==> src/rtl/fix_trailer_gen.sv <==
// Streams FIX message bodies from several hosts into one FIFO, round-robin per message,
// and appends the "10=nnn<SOH>" CheckSum trailer after each body when CHKSUM_EN is set.
module fix_trailer_gen #(
  parameter int NUM_HOST  = 2,
  parameter int CHKSUM_EN = 1,
  localparam int HW = (NUM_HOST > 1) ? $clog2(NUM_HOST) : 1
) (
  input  logic                  clk,
  input  logic                  rst,
  input  logic [NUM_HOST-1:0]   msg_valid_i,
  input  logic [8*NUM_HOST-1:0] msg_data_i,
  input  logic [NUM_HOST-1:0]   msg_last_i,
  output logic [NUM_HOST-1:0]   msg_ready_o,
  input  logic                  fifo_full_i,
  output logic                  fifo_write_o,
  output logic [7:0]            message_o,
  output logic                  end_o,
  output logic [HW-1:0]         host_o,
  output logic                  busy_o
);

  typedef enum logic [3:0] {IDLE, PASS, T1, T0, EQ, D2, D1, D0, SOH} state_t;

  state_t        state_q, state_d, tr_next;
  logic [HW-1:0] gnt_q, gnt_d, ptr_q, ptr_d, cand;
  logic [7:0]    sum_q, sum_d, in_byte, tr_byte;
  logic [9:0]    bcd_q, bcd_d;
  logic          out_vld_q, out_vld_d, out_end_q, out_end_d;
  logic [7:0]    out_byte_q, out_byte_d;
  logic [HW-1:0] out_host_q, out_host_d;
  logic          out_free, found, is_tr;

  // Packs hundreds[9:8], tens[7:4], units[3:0] of an 8-bit value.
  function automatic logic [9:0] to_bcd(input logic [7:0] s);
    logic [1:0] h;
    logic [7:0] r;
    h = (s >= 8'd200) ? 2'd2 : ((s >= 8'd100) ? 2'd1 : 2'd0);
    r = s - 8'(h) * 8'd100;
    return {h, 4'(r / 8'd10), 4'(r % 8'd10)};
  endfunction

  assign out_free     = ~out_vld_q | ~fifo_full_i;
  assign fifo_write_o = out_vld_q & ~fifo_full_i;
  assign end_o        = out_end_q & fifo_write_o;
  assign message_o    = out_byte_q;
  assign host_o       = out_host_q;
  assign busy_o       = (state_q != IDLE) | (out_vld_q & out_end_q);
  assign in_byte      = msg_data_i[8*int'(gnt_q) +: 8];

  always_comb begin
    state_d     = state_q;
    gnt_d       = gnt_q;
    ptr_d       = ptr_q;
    sum_d       = sum_q;
    bcd_d       = bcd_q;
    out_vld_d   = out_vld_q & ~out_free;
    out_byte_d  = out_byte_q;
    out_end_d   = out_end_q;
    out_host_d  = out_host_q;
    msg_ready_o = '0;
    found       = 1'b0;
    cand        = '0;
    is_tr       = 1'b1;
    tr_byte     = 8'h00;
    tr_next     = IDLE;
    case (state_q)
      IDLE: begin
        is_tr = 1'b0;
        for (int i = 0; i < NUM_HOST; i++) begin
          cand = HW'((int'(ptr_q) + i) % NUM_HOST);
          if (!found && msg_valid_i[cand]) begin
            found   = 1'b1;
            gnt_d   = cand;
            ptr_d   = HW'((int'(cand) + 1) % NUM_HOST);
            sum_d   = 8'h00;
            state_d = PASS;
          end
        end
      end
      PASS: begin
        is_tr = 1'b0;
        msg_ready_o[gnt_q] = out_free;
        if (msg_valid_i[gnt_q] && out_free) begin
          out_vld_d  = 1'b1;
          out_byte_d = in_byte;
          out_end_d  = msg_last_i[gnt_q] && (CHKSUM_EN == 0);
          out_host_d = gnt_q;
          sum_d      = sum_q + in_byte;
          if (msg_last_i[gnt_q]) begin
            if (CHKSUM_EN != 0) begin
              state_d = T1;
              bcd_d   = to_bcd(sum_d);
            end else begin
              state_d = IDLE;
            end
          end
        end
      end
      T1:  begin tr_byte = 8'h31;                  tr_next = T0;  end
      T0:  begin tr_byte = 8'h30;                  tr_next = EQ;  end
      EQ:  begin tr_byte = 8'h3D;                  tr_next = D2;  end
      D2:  begin tr_byte = {6'b001100, bcd_q[9:8]}; tr_next = D1;  end
      D1:  begin tr_byte = {4'h3, bcd_q[7:4]};      tr_next = D0;  end
      D0:  begin tr_byte = {4'h3, bcd_q[3:0]};      tr_next = SOH; end
      SOH: begin tr_byte = 8'h01;                  tr_next = IDLE; end
      default: begin
        is_tr   = 1'b0;
        state_d = IDLE;
      end
    endcase
    // Trailer bytes advance only into a free (or draining) output register.
    if (is_tr && out_free) begin
      out_vld_d  = 1'b1;
      out_byte_d = tr_byte;
      out_end_d  = (state_q == SOH);
      out_host_d = gnt_q;
      state_d    = tr_next;
    end
  end

  always_ff @(posedge clk or negedge rst) begin
    if (!rst) begin
      state_q    <= IDLE;
      gnt_q      <= '0;
      ptr_q      <= '0;
      sum_q      <= 8'h00;
      bcd_q      <= '0;
      out_vld_q  <= 1'b0;
      out_byte_q <= 8'h00;
      out_end_q  <= 1'b0;
      out_host_q <= '0;
    end else begin
      state_q    <= state_d;
      gnt_q      <= gnt_d;
      ptr_q      <= ptr_d;
      sum_q      <= sum_d;
      bcd_q      <= bcd_d;
      out_vld_q  <= out_vld_d;
      out_byte_q <= out_byte_d;
      out_end_q  <= out_end_d;
      out_host_q <= out_host_d;
    end
  end

endmodule

==> config.mk <==
export PLATFORM = sky130hd
export DESIGN_NAME = fix_trailer_gen
export DESIGN_NICKNAME = d
export VERILOG_FILES = /design/src/rtl/fix_trailer_gen.sv
export SDC_FILE = /design/constraint.sdc
export NUM_CORES = 1
export LEC_CHECK = 0
export CAP_MARGIN = 20
export CORE_ASPECT_RATIO = 1.1
export CORE_MARGIN = 1.5
export CORE_UTILIZATION = 43
export DETAILED_ROUTE_END_ITERATION = 12
export GPL_TIMING_DRIVEN = 0
export PLACE_DENSITY = 0.64
export SKIP_LAST_GASP = 1
export SYNTH_ARGS = -nofsm -noshare
export SYNTH_HDL_FRONTEND = slang
export SYNTH_SLANG_ARGS = --single-unit
==> constraint.sdc <==
create_clock -name clk -period 6.7 [get_ports clk]
set_input_delay 2.01 -clock clk [delete_from_list [all_inputs] [get_ports clk]]
set_output_delay 2.01 -clock clk [all_outputs]
set_load 0.02 [all_outputs]
### Word level (Yosys, flattened, before mapping)

Cells that the tools add are included.

| storage, ports and cells | value |
|---|---|
| bits in registers | 35 |
| logic and storage cells | 108 |

| cells by class | value |
|---|---|
| $add $sub $neg | 4 |
| $mul | 1 |
| divide/modulo/power cells | 2 |
| magnitude comparators | 6 |
| eq/ne operators | 14 |
| shifts and indexed selects | 1 |
| multiplexer cells | 44 |
| bitwise operators | 10 |
| reduce and logical (&&, ||, !) cells | 17 |

Operators by type and width:

| kind | number |
|---|---|
| $mux 8 | 6 |
| $pmux 6 s7 | 1 |
| $mux 1 | 26 |
| $pmux 4 s6 | 1 |
| $mux 4 | 5 |
| $eq 4x3->1 const B | 4 |
| $pmux 8 s2 | 1 |
| $shiftx 16x5->8 | 1 |
| $pmux 4 s3 | 1 |
| $ne 3x3->1 const B | 3 |
| $add 8x8->8 | 1 |
| $div 8x4->8 const B | 1 |
| $eq 4x2->1 const B | 2 |
| $ge 8x7->1 const B | 1 |
| $ge 8x8->1 const B | 1 |
| $mod 8x4->8 const B | 1 |
| $reduce_bool 2->1 | 4 |
| $sub 8x8->8 | 1 |
| $reduce_or 7->1 | 1 |
| $lt 1x2->1 const B | 3 |
| $mul 2x5->6 const B | 1 |
| $reduce_and 3->1 | 2 |
| $and 1x1->1 | 4 |
| $eq 4x1->1 const B | 1 |
| 17 further kinds | 26 |

### Depth between registers and ports, before layout

Gate-level depths: netlist (run 1).

| logic depth | value |
|---|---|
| word-level depth | 9 |
| mapped depth | 26 |
| gate-level depth less buffers | 23 |

### Worst setup path after synthesis (run 1)

OpenSTA, ideal clock, no wires.

| timing path | value |
|---|---|
| kind | input-to-reg |
| from | input msg_data_i[8] |
| to | register bcd_q[3] |
| arrival | 6842 ps |
| setup slack | -267 ps |
| cell stages on the path | 22 |
| cell sequence | mux2_2 ha_1 inv_1 fa_1 nand2b_1 a21oi_2 nor2_1 o311ai_2 and3_1 inv_1 ha_1 nor2b_1 nor3b_1 mux2i_4 a31o_1 a2111oi_1 a211oi_1 or4_1 nand4_2 nand4_1 mux2i_1 mux2_2 |

| between the ends | value |
|---|---|
| cells in the longest elaborated chain, start to end | 8 |
| elaborated cells on any way between the ends | 9 |
| those cells by class | add/sub: 2; mul: 1; div: 1; order compare: 2; shift: 1; mux: 2 |

RTL lines:

| what | line | RTL |
|---|---|---|
| start: declaration | 11 | `input logic [8*NUM_HOST-1:0] msg_data_i,` |
| $shiftx 16x5->8 (*) | 48 | `assign in_byte = msg_data_i[8*int'(gnt_q) +: 8];` |
| $add 8x8->8 (*) | 88 | `sum_d = sum_q + in_byte;` |
| $ge 8x7->1 | 37 | `h = (s >= 8'd200) ? 2'd2 : ((s >= 8'd100) ? 2'd1 : 2'd0);` |
| $mux 1 | 37 |  |
| $mux 2 | 37 |  |
| $mul 2x5->6 | 38 | `r = s - 8'(h) * 8'd100;` |
| $sub 8x8->8 (*) | 38 |  |
| $mod 8x4->8 (*) | 39 | `return {h, 4'(r / 8'd10), 4'(r % 8'd10)};` |
| end signal: assignment | 127 | `bcd_q <= '0;` |
| end signal: assignment | 137 | `bcd_q <= bcd_d;` |
| end: declaration | 27 | `logic [9:0] bcd_q, bcd_d;` |

Mark *: on every way between the ends. The rest lies on a longest branch, timed or not.
A chain may end at the register's enable or synchronous reset.

### Worst setup path after layout (run 1)

| timing path | value |
|---|---|
| from | input msg_data_i[13] |
| to | register bcd_q[3] |

The elaborated chain is that of the path after synthesis.

==> run metrics, run 1 <==
run status=finished with violations; failing checks=setup timing; Slew Viols, Final=0; Crit. End Element=register; vias in the first global route=3501; skew final=0.00690 ns; # DRC=0; setup_tns=-0.0906 ns; CTS tree=yes; hold-fix buffers at CTS=0; post-synth top area cell=dfrtp_1; Die H=95.7 µm; initial core utilization=44.7%; Critical-path top delay cell=ha_1; Crit path top cell by count=o21ai_1; Crit Path Class=input pin to register; clock buffer depth=2; std cell rows=33; endpoints failing setup=3; top post-synthesis cells by area=dfrtp_1 26%, nand2_1 7.0%, o21ai_0 4.6%, ha_1 4.5%, nor2_1 3.7%; via count=3803; async set-reset flop share out of synthesis=100%; First DRT Iteration DRCs=222; Gate Count Post-Synth=418; die width=87.2 µm; diodes inserted=0; placed cell count=559; mapped cell area=0.00336 mm²; Post-synth EDFFs=0; die area=0.00835 mm²; clock slew at reported path FFs=0.06 ns; Yosys reg bits=35; global route overflow=0; Worst Path Required=6.87 ns; routability cong.=0.897; FILL cells=619; Worst Hold Class=register to register; Final Hold Vio Count=0; Max Cap Viol=0; Port-buffer cells=36; Synth warnings=0; hold slack=0.477 ns; later-pin clock latency in the skew report=0.28 ns; critical path arrival=6.95 ns; final worst-path cycle share=101%; Synth Net Count=455; fraction of layout cells with a size suffix above 1=35.0%; top-count cell post-synth=nand2_1; TritonCTS buffer count=5; Vias/cell=6.04; core area=0.00751 mm²; crit-path cells=clkdlybuf4s50_1 > mux2_2 > ha_1 > inv_1 > o31ai_4 > xnor2_2 > inv_2 > and3_4 > nor2_4 > ha_4 > fa_2 > nor2_1 > a211o_1 > a21oi_2 > o311a_1 > buf_6 > xnor2_4 > o21ai_1 > o21ai_1 > a2111oi_2 > buf_4 > a311o_1 > mux2i_1 > mux2_4; CTS sink count=35; Syn-to-layout area delta=53.4%; sequential share of the synthesized area=26.1%; clk root buf=clkbuf_8; post-layout min period=6.78 ns; Fmax=0.148 GHz; DRT antenna net count=0; first-pass GRT wire length=17000 µm; antenna violations before repair=0; Wirelength per Cell=18.7 µm; Worst setup SP type=input pin; Non-Filler Instances=630; total track usage=25.8%; Synth top area share=26.1%; Worst slew margin=47.5%; WL final=11800 µm; Pre-antenna DRT Iters=5; worst setup slack after placement=-1.33 ns; nets=563; H-tree levels=2; Synth Flop Type=dfrtp_1; PnR worst setup slack=-0.0764 ns; largest net degree at the start of global routing=36; Synth Area per Inst=8.03 µm²; Largest stage delay, worst path=0.42 ns; Slew @ Worst Pin=0.787 ns; post-synth cell types=81; top cells by count, synth=63 x nand2_1, 35 x dfrtp_1, 33 x nor2_1, 31 x o21ai_0, 22 x a21oi_1; Final HPWL DP=7020 µm; CP Max Fanout=6; IO Pins=37
-- cell families (layout without fill, tap and decap cells) --
| kind of cell | count (synthesis) | in the layout | synth area share, % |
|---|---|---|---|
| AOI/OAI and AO/OA | 134 | 134 | 29.7 |
| xor gates and xnor gates | 16 | 16 | 4.81 |
| adders and majority gates | 15 | 15 | 5.96 |
| buffers and inverters | 41 | 148 | 5.03 |
| DFF | 35 | 35 | 26.1 |
| muxes | 19 | 19 | 6.60 |
| and+or+nand+nor | 158 | 158 | 21.8 |
-- layout by cell type, fill, tap and decap left out, types with 9 or more instances in the layout --
cell type	Yosys	final
buf_4	0	63
nand2_1	63	59
dfrtp_1	35	35
o21ai_0	31	27
nor2_1	33	26
clkdlybuf4s50_1	0	25
a21oi_1	22	19
clkbuf_1	18	14
nand3_1	15	14
nor3_1	14	11
inv_1	15	10
dlymetal6s2s_1	0	10
ha_4	0	9
-- metal layers --
metal / wire length, µm / up-vias / track usage [%]
met5: 0 / - / 0
met4: 446 / 0 / 8.33
met3: 629 / 47 / 2.51
met2: 5950 / 187 / 47.3
met1: 4740 / 1800 / 31.5
li1: - / 1769 / -
-- critical path, delay by kind of cell --
family / cells / cell delay [ns]
xor gates and xnor gates: 2 / 0.25
and+or+nand+nor: 3 / 0.40
buffers and inverters: 5 / 1.03
AOI/OAI and AO/OA: 8 / 1.68
adders and majority gates: 3 / 0.89
muxes: 3 / 0.69
-- what timing repair did --
action / 4_1_cts / 5_1_grt
pin swaps: 36 / 24
resized for setup: 77 / 63
setup endpoints to repair: 7 / 6
gates cloned: 0 / 0
buffers inserted: 40 / 29
-- registers in the layout, indices dropped and copies added (netlist names) --
register / count
ptr_q: 1
bcd_q: 10
state_q: 4
out_end_q: 1
sum_q: 8
message_o: 8
host_o: 1
gnt_q: 1
out_vld_q: 1
-- metrics by stage --
stage	cell area [µm²]	util [%]
6_report	5150	68.5
3_3_place_gp	3910	52.0
3_5_place_dp	3900	51.9
5_1_grt	5150	68.5
2_1_floorplan	3410	-
4_1_cts	4670	62.2
-- layout make-up --
type                       count  area (µm²)  area share [%]
clock buffer                   6        72.6            1.41
multi-input combinational    342        2940            57.1
sequential                    35         876            17.0
tap                          105         131            2.55
timing repair buffer         103         898            17.4
buffer                        23         166            3.23
inverter                      16        62.6            1.21
-- final timing paths --
check | startpoint | endpoint | slack (ns) | cells after the start
worst max-delay path | msg_data_i[13] | bcd_q[3]$_DFFE_PN0P_ | -0.08 | 24
worst min-delay path | message_o[0]$_DFFE_PN0P_ | message_o[0]$_DFFE_PN0P_ | 0.48 | 1
worst max register to register | gnt_q$_DFFE_PN0P_ | bcd_q[3]$_DFFE_PN0P_ | 0.78 | 25
worst min register to register | message_o[0]$_DFFE_PN0P_ | message_o[0]$_DFFE_PN0P_ | 0.48 | 1
max in group asynchronous | rst | bcd_q[2]$_DFFE_PN0P_ | 4.39 | 1
min in group asynchronous | rst | message_o[5]$_DFFE_PN0P_ | 1.80 | 1
Power of run 1 is not shown: default switching activity piles up to over one toggle a cycle in this logic, so the estimate is an artifact.
==> inputs of run 2 (changes only) <==
- ABC_AREA: default -> 1
- CORE_UTILIZATION: 43 -> 38
- GPL_TIMING_DRIVEN: 0 -> default
- PLACE_DENSITY: 0.64 -> 0.58
==> run 2 against run 1 <==
  * The run now ends clean
  * Wire length down 36%
  * Fmax grew 7.7%
  * Sequential share of layout area grew 5.6 points
  * Synthesized cell count up 5.5%
  * Clock-buffer cell count unchanged
  * Worst hold slack improved by 0.015 ns
  * Critical path depth rose by 17
  * Via count fell by 23%
  * Sequential cell count did not move
  * Die area is 0.11% higher
  * Global-route usage is 7.0 points lower
  * Clock skew increased by 0.0022 ns
  * Critical path type unchanged
==> run metrics, run 2 <==
Seq. cell area=876 µm²; Slew @ Worst Pin=0.930 ns; fraction of layout cells with a size suffix above 1=21.4%; Slew Viols, Final=0; top register by number of flip-flops=bcd_q; top cells by count, synth=122 x nand2_1, 68 x inv_1, 47 x nand3_1, 35 x dfrtp_1, 29 x nor2_1; Synth top area share=29.5%; simple-gate area share of the yosys netlist=41.2%; std cell rows=33; Final Hold Vio Count=0; CTS sink count=35; Synth Net Count=478; die area=0.00836 mm²; Yosys reg bits=35; largest net degree at the start of global routing=36; Worst Path Required=6.88 ns; # DRC=0; async set-reset flop share out of synthesis=100%; endpoints failing setup=0; xor/xnor share of the synthesized area=0.295%; highest-count cells in the layout ignoring fill and taps=118 x nand2_1, 65 x inv_1, 47 x nand3_1; TritonCTS buffer count=5; FILL cells=794; Crit. End Element=register; global route overflow=0; routability cong.=0.833; post-layout min period=6.29 ns; Vias/cell=4.80; Post-synth EDFFs=0; Crit Path Class=input pin to register; total track usage=18.9%; top post-synthesis cells by area=dfrtp_1 29%, nand2_1 15%, inv_1 8.6%, nand3_1 7.9%, ha_1 5.1%; post-synthesis compound-gate area fraction=12.6%; IO Pins=37; H-tree levels=2; post-synth cell types=38; family with the most delay on the worst path=simple AND/OR/NAND/NOR gates; hold slack=0.492 ns; vias in the first global route=2697; Gate Count Post-Synth=441; Syn-to-layout area delta=30.3%; Synth Area per Inst=6.74 µm²; WL final=7480 µm; skew final=0.00908 ns; die width=87.3 µm; run status=completed; Max Cap Viol=0; via count=2946; Worst slew margin=37.7%; CTS tree=yes; first-pass GRT wire length=12300 µm; adder-cell share of the synthesized area=6.40%; Crit path top cell by count=nand2_1; commonest non-fill, non-tap cell in the layout=nand2_1; clock slew at reported path FFs=0.07 ns; diodes inserted=0; top-count cell post-synth=nand2_1; Synth warnings=0; CP Max Fanout=4; DRT antenna net count=0; core area=0.00751 mm²; Port-buffer cells=36; First DRT Iteration DRCs=136; hold-fix buffers at CTS=0; initial core utilization=39.5%; Fmax=0.159 GHz; post-synth top area cell=dfrtp_1; Critical-path top delay cell=clkdlybuf4s50_1; later-pin clock latency in the skew report=0.29 ns; RSZ-0062 raised after global routing=no; Die H=95.7 µm; final worst-path cycle share=94.0%; critical path arrival=6.48 ns; Largest stage delay, worst path=0.39 ns; max reg flops=10; Synth Flop Type=dfrtp_1; area of the multi-input gates=0.00191 mm²; clk root buf=clkbuf_8; Wirelength per Cell=12.2 µm; sequential share of the synthesized area=29.5%; Worst Hold Class=register to register; mapped cell area=0.00297 mm²; largest family of logic cells by synthesized area=simple AND/OR/NAND/NOR gates; Worst Path Buf+Inv=4; clock buffer depth=2; antenna violations before repair=0; Worst setup SP type=input pin; nets=546; Final HPWL DP=5980 µm; mux contribution to synthesized area=0%; Pre-antenna DRT Iters=5
-- run 2: changes by cell type in the layout (fill, tap and decap cells not counted), sizes merged, moves of 8 or more --
cell           before  now
mux2               12    0
clkbuf             22    6
xnor2              12    0
nand3              15   58
dlymetal6s2s       10    2
clkdlybuf4s50      25   34
inv                16   72
nand2              63  147
buf                75   30
a21oi              25   14
nor3               14    4
-- run 2: tightest hold or removal path, stage by stage, from the launching register on --
cell and delay, ns:
dfrtp_1 0.35, nand2_1 0.05, nand2_1 0.05
-- run 2: cells by family after synthesis --
logic type / count (synthesis)
compound gates: 61
xor+xnor: 1
fa+ha+maj: 14
buf+inv: 78
flops: 35
simple gates: 252
-- run 2: layout make-up --
class	count	share of cell area [%]
Clock buffer	6	2.13
Tap cell	105	3.39
Inverter	73	7.08
Sequential cell	35	22.6
Multi-Input combinational cell	328	49.4
Clock inverter	1	0.129
Timing Repair Buffer	66	15.3
-- run 2: final timing paths --
kind                                      startpoint                  endpoint  slack (ns)  cells after the start
worst max-delay path                   msg_data_i[9]      bcd_q[2]$_DFFE_PN0P_        0.41                     41
worst min-delay path            bcd_q[0]$_DFFE_PN0P_      bcd_q[0]$_DFFE_PN0P_        0.49                      2
min in group asynchronous                        rst  message_o[3]$_DFFE_PN0P_        2.13                      2
worst max register to register     gnt_q$_DFFE_PN0P_      bcd_q[2]$_DFFE_PN0P_        1.55                     44
worst min register to register  bcd_q[0]$_DFFE_PN0P_      bcd_q[0]$_DFFE_PN0P_        0.49                      2
max in group asynchronous                        rst      bcd_q[1]$_DFFE_PN0P_        4.24                      2
-- run 2: repair_timing --
item                                    4_1_cts  5_1_grt
endpoints found under the setup margin        0        4
buffers inserted                              0        3
gates resized for setup                       0       30
-- run 2: stage by stage --
stage | util (%) | instance area [µm²] | setup WS, ns | TNS (ns) | cells
after floorplan | - | 2970 | 0.590 | 0 | 441
final | 51.5 | 3870 | 0.405 | 0 | 614
after global routing | 51.5 | 3870 | 0.0141 | 0 | 614
after detailed placement | 48.4 | 3640 | -0.218 | -0.688 | 604
after global placement | 48.4 | 3640 | -0.121 | -0.310 | 604
after CTS | 49.6 | 3730 | 0.0632 | 0 | 611
-- run 2: routing by layer --
metal | wire length, µm | up-vias | global-route usage [%]
met5 | 0 | - | 0
met4 | 75 | 0 | 4.76
met3 | 189 | 5 | 2.66
met2 | 3640 | 45 | 33.3
met1 | 3580 | 1341 | 24.2
li1 | - | 1555 | -
Power of run 2 is left out for the same reason.
